--- src/rtl/contador_ciclos.sv ---
// Counts completed interval-timer expiries, owns the timer's clear line,
// and closes a production batch with a one-cycle pulse after META intervals.
module contador_ciclos #(
  parameter int unsigned META      = 10,
  parameter int unsigned WIDTH     = 16,
  parameter int unsigned REARM_LEN = 2
) (
  input  logic             clk,
  input  logic             rst_n,
  input  logic             start,
  input  logic             stop,
  input  logic             clr_cnt,
  input  logic             tmr_done,
  output logic             tmr_clr,
  output logic [WIDTH-1:0] ciclos,
  output logic             running,
  output logic             lote_ok
);

  localparam int unsigned      ARM_W    = (REARM_LEN > 2) ? $clog2(REARM_LEN) : 1;
  localparam logic [ARM_W-1:0] ARM_LOAD = ARM_W'(REARM_LEN - 1);
  localparam logic [ARM_W-1:0] ARM_ONE  = ARM_W'(1);
  localparam logic [WIDTH-1:0] META_V   = WIDTH'(META);
  localparam logic [WIDTH-1:0] CNT_ONE  = WIDTH'(1);

  typedef enum logic [1:0] {
    IDLE = 2'd0,
    ARM  = 2'd1,
    WAIT = 2'd2,
    FULL = 2'd3
  } state_t;

  state_t           state;
  logic [ARM_W-1:0] arm_cnt;
  logic             tmr_done_q;
  logic             first_wait;
  logic [WIDTH-1:0] ciclos_inc;
  logic             expiry;

  // ciclos stays below META before an increment, so the sum never wraps
  assign ciclos_inc = ciclos + CNT_ONE;
  // The first WAIT cycle may still see a stale expiry from before the re-arm
  assign expiry     = (state == WAIT) && tmr_done_q && !first_wait;

  always_ff @(posedge clk) begin
    if (!rst_n) begin
      state      <= IDLE;
      tmr_clr    <= 1'b1;
      ciclos     <= '0;
      running    <= 1'b0;
      lote_ok    <= 1'b0;
      tmr_done_q <= 1'b0;
      arm_cnt    <= '0;
      first_wait <= 1'b0;
    end else begin
      tmr_done_q <= tmr_done;
      lote_ok    <= 1'b0;
      first_wait <= 1'b0;

      if (stop) begin
        state   <= IDLE;
        tmr_clr <= 1'b1;
        running <= 1'b0;
      end else begin
        case (state)
          IDLE: begin
            if (clr_cnt) ciclos <= '0;
            if (start) begin
              state   <= ARM;
              arm_cnt <= ARM_LOAD;
            end
          end

          // Timer held cleared for REARM_LEN cycles, then released
          ARM: begin
            if (clr_cnt) ciclos <= '0;
            if (arm_cnt == '0) begin
              state      <= WAIT;
              tmr_clr    <= 1'b0;
              running    <= 1'b1;
              first_wait <= 1'b1;
            end else begin
              arm_cnt <= arm_cnt - ARM_ONE;
            end
          end

          WAIT: begin
            if (expiry) begin
              tmr_clr <= 1'b1;
              running <= 1'b0;
              if (clr_cnt) begin
                ciclos  <= '0;
                state   <= ARM;
                arm_cnt <= ARM_LOAD;
              end else if (ciclos_inc == META_V) begin
                ciclos  <= ciclos_inc;
                lote_ok <= 1'b1;
                state   <= FULL;
              end else begin
                ciclos  <= ciclos_inc;
                state   <= ARM;
                arm_cnt <= ARM_LOAD;
              end
            end else if (clr_cnt) begin
              ciclos <= '0;
            end
          end

          FULL: begin
            if (clr_cnt) begin
              ciclos <= '0;
            end else if (start) begin
              ciclos  <= '0;
              state   <= ARM;
              arm_cnt <= ARM_LOAD;
            end
          end

          default: begin
            state   <= IDLE;
            tmr_clr <= 1'b1;
            running <= 1'b0;
          end
        endcase
      end
    end
  end

endmodule

--- config.mk ---
export PLATFORM = sky130hd
export DESIGN_NAME = contador_ciclos
export DESIGN_NICKNAME = d
export VERILOG_FILES = /design/src/rtl/contador_ciclos.sv
export SDC_FILE = /design/constraint.sdc
export NUM_CORES = 1
export LEC_CHECK = 0
export ABC_AREA = 1
export BUFFER_PORTS_ARGS = -buffer_cell sky130_fd_sc_hd__buf_2
export CAP_MARGIN = 20
export CORE_UTILIZATION = 45
export DETAILED_ROUTE_END_ITERATION = 8
export PLACE_DENSITY = 0.77
export SETUP_SLACK_MARGIN = 0.15
export SYNTH_ARGS = -nofsm -noshare
export SYNTH_HDL_FRONTEND = slang
export SYNTH_SLANG_ARGS = --single-unit
--- constraint.sdc ---
create_clock -name clk -period 1.9 [get_ports clk]
set_input_delay 0.38 -clock clk [delete_from_list [all_inputs] [get_ports clk]]
set_output_delay 0.38 -clock clk [all_outputs]
set_load 0.03 [all_outputs]
==> results by stage <==
Cells and area:
- The filler cells instantiated in the layout total 304.
- The multi-input logic area is 0.00115 mm^2.
- The repair_antennas step left the layout with diodes totalling 0.
- Compared with the post-synthesis result, the final layout area differs by 34.9%.
- Measured on the finished design, the core utilization comes to 0.642.
- At the end of the flow, the number of nets in the layout was 308.
- The count of non-filler cells in the finished layout is 341.
- The final design instance area without fill is 0.00216 mm^2.
- The fraction of final layout cells sized beyond drive strength 1 is 0.359.
- In the final layout, flip-flops and latches occupy 510 um^2.

Worst setup path:
- The setup slack of the most critical reg-to-reg path is 90 ps.
- STA classifies the critical path startpoint as a register.
- The cell repeated most along the worst path is nand2_1.
- For the worst setup path, the data required time is 2160 ps.
- The slowest cell on the critical path is dfxtp_4.
- Together, buffers and inverters on the worst path number 1.
- STA classifies the critical path endpoint as a register.
- The arrival time of the worst setup path is 2080 ps.
- The dominant delay contributor by cell family on the critical path is simple AND/OR/NAND/NOR gates.
- Traced cell by cell, the critical path runs through ha_4, nand3_4, nor2_4, buf_12, nand3_1, nand2_1, nand2_1, nor2_2, nand4_4, nand2_1, nand2_1, a21oi_2.
- In this run the worst path has a maximum fanout of 4.
- On the worst path, the slowest cell contributes a delay of 390 ps.
- By startpoint and endpoint, the worst setup path is classified as reg -> reg.

STA:
- The worst path needs 1810 ps of the cycle, external delays included.
- The fmax is 551 MHz.
- The tightest hold path in the finished design has a slack of 224 ps.
- The relative slew slack is 0.736.
- The portion of the clock cycle consumed by the worst path in the final layout is 0.954.
- The worst path meets setup with 86.6 ps of slack.
- The measured slew at the worst slew-check pin is 393 ps.
- The count of final hold-check violations is 0.
- Setup violations remaining at the end of the flow were counted as 0.
- Setup repair after global routing could not meet its margin everywhere.
- The number of pins with negative max-slew slack in the final report is 0.
- For the final database, setup skew stands at 6.43 ps.
- Summed over all failing endpoints, the final setup total negative slack is 0 ps.

Clock tree:
- The hold-fix buffer count after cts is 0.
- After clock tree synthesis, the clock-pin slew on the worst setup and hold paths is 140 ps.
- The number of levels in the clock H-tree is 1.
- Clock latency on the worst-skew pair, taken at its later pin, is 320 ps.
- The CTS root buffer is clkbuf_4.
- The TritonCTS clock tree is done.
- Counting along the longest clock path gives a buffer depth of 2.
- The clock net sink count is 24.
- The number of CTS-inserted buffers is 3.

Synth:
- The number of instances in the synthesized netlist is 251.
- The synthesized area divided by synthesized cell count is 6.38 um^2.
- The number of nets handed over by synthesis was 263.
- In this run the cell area of the synthesized design comes to 0.00160 mm^2.
- The Yosys step of the flow raised 0 warnings.
- The synthesized design contains 24 register bits.
- The count of different cell masters after synthesis is 32.
- For this run, the register share of the synthesized area comes to 0.300.

Drt:
- In the final routed layout, each cell accounts on average for 12.6 um.
- The number of search-and-repair iterations in the first detailed-routing pass is 4.
- The final layout contains routed wiring with a total length of 4310 um.
- The vias per cell is 5.20.
- The detailed router placed 1774 vias in this run.
- The post-route DRC violation count is 0.
- The count of nets left with antenna violations once routing finished came out at 0.
- The detailed router's first-iteration violation count is 161.

Power and ir drop:
- After layout, the design draws a total of 0.909 mW.
- VDD sags by at most 299 uV.
- The static leakage is 0.896 nW.
- The power density normalized to cell area is 421 mW/mm^2.

GRT:
- The total overflow left after global routing is 0.
- Entering global routing, the biggest net connects 16 pins.
- The via count of the first global-routing pass is 1529.
- The first global-routing pass estimated 6450 um of wire.
- For this run, the total global-route usage over all layers was measured as 0.228.
- The number of antenna violations at the first check in global routing is 0.

Outcome:
- The flow ran to the end, and the final reports show no timing, DRC or antenna violations.

Placement:
- At the end of routability-driven placement, the weighted congestion stood at 0.924.
- Summing all placed instances gives a cell area of 0.00181 mm^2.
- The detailed-placement wirelength estimate is 2820 um.
- The number of buffer cells added on primary ports is 24.
- Once placement completed, the tool counted placed cells totaling 323.
- The post-place setup slack is 75.7 ps.

Die:
- The effective utilization at floorplan is 0.476.
- The floorplan step set the die width to 61.7 um.
- The die outline height is 61.7 um.
- The number of I/O pins is 25.
- In this run the standard cell core region covers 0.00336 mm^2.
- The placement row count is 21.
- The die covers 0.00380 mm^2.

Job:
- The tool flagged a number of max-cap violations equal to 0.

Min path:
- The class of the tightest hold or removal check is in -> reg.
-- cell families after synthesis --
family                     Yosys count  share of synthesized area
AOI/OAI and AO/OA                   44                      0.162
and+or+nand+nor                    138                      0.393
xor gates and xnor gates             2                     0.0109
DFF                                 24                      0.300
buffers and inverters               37                     0.0875
adders and majority gates            6                     0.0469
-- worst paths after layout --
| check | start | cells after the start | end |
|---|---|---|---|
| worst min-delay path | tmr_done | 3 | tmr_done_q |
| worst min register to register | running | 2 | running |
| worst max register to register | ciclos[0] | 12 | state[1] |
| worst max-delay path | ciclos[0] | 12 | state[1] |
-- worst register-to-register path: stages (launching register included) --
cell and delay (ps):
dfxtp_4 390, ha_4 160, nand3_4 110, nor2_4 140, buf_12 120, nand3_1 60
nand2_1 100, nand2_1 90, nor2_2 190, nand4_4 150, nand2_1 90, nand2_1 60
a21oi_2 100
-- Yosys cell counts, drive strengths merged --
cell type  number  area share
o21bai          2      0.0094
o2111ai         1      0.0055
xnor2           1      0.0055
nand2          79        0.19
a21o            1      0.0047
a22oi           1      0.0047
clkinv          1      0.0023
dfxtp          24        0.30
nand4           5       0.023
o211ai          1      0.0047
a31oi           2      0.0078
a311oi          1      0.0094
clkbuf          1      0.0023
xor2            1      0.0055
nor2           27       0.087
ha              6       0.047
nor3            7       0.029
o21ai          11       0.037
buf             1      0.0031
o31ai           1      0.0047
nand3          20       0.066
a21oi          23       0.074
inv            34       0.080
-- flip-flops by register name (all words and copies together), names as in the netlist --
name        count
state           2
tmr_clr         1
lote_ok         1
ciclos         16
running         1
arm_cnt         1
tmr_done_q      1
first_wait      1
-- where the power goes --
group / leakage [nW] / internal, mW / switching, mW
registers: 0.203 / 0.506 / 0.00902
logic: 0.672 / 0.0440 / 0.0732
clock network: 0.0210 / 0.117 / 0.160
total: 0.896 / 0.667 / 0.242
-- routing by layer --
metal	up-vias	GRT usage	routed length, um
li1	902	-	-
met1	808	0.299	1880
met2	53	0.393	2160
met3	11	0.0210	189
met4	0	0.0762	78
met5	-	0	0
-- repair_timing --
action                                  CTS  global route
buffers inserted                          6             8
endpoints found under the setup margin   14            17
resized for setup                        10            47
pin swaps                                 3            15
-- cell type report --
cell class                      instances  share of cell area
Inverter                               35              0.0608
Sequential cell                        24               0.236
Tap cell                               46              0.0266
Multi-Input combinational cell        190               0.532
Timing Repair Buffer                   42               0.127
Clock buffer                            4              0.0168
-- cells in the final DEF, fill, tap and decap left out, types with 2 or more instances in the layout --
| cell type | netlist | layout |
|---|---|---|
| nand4_1 | 4 | 4 |
| buf_4 | 0 | 15 |
| nor2_1 | 18 | 14 |
| inv_1 | 34 | 32 |
| o21ai_1 | 1 | 2 |
| nor2_2 | 6 | 5 |
| dfxtp_4 | 0 | 5 |
| ha_1 | 6 | 4 |
| dfxtp_1 | 24 | 10 |
| buf_2 | 1 | 24 |
| clkbuf_4 | 0 | 3 |
| buf_6 | 0 | 2 |
| nand3_1 | 19 | 13 |
| o21ai_0 | 9 | 8 |
| nand3_4 | 0 | 2 |
| nor3_1 | 6 | 5 |
| a31oi_1 | 2 | 2 |
| a21oi_2 | 1 | 3 |
| inv_2 | 0 | 2 |
| dfxtp_2 | 0 | 9 |
| nand2_2 | 2 | 11 |
| a21oi_1 | 22 | 20 |
| nand2_1 | 77 | 67 |
| nor2_4 | 3 | 8 |
| nand3_2 | 1 | 5 |
Power figures use the tool's default switching activity.
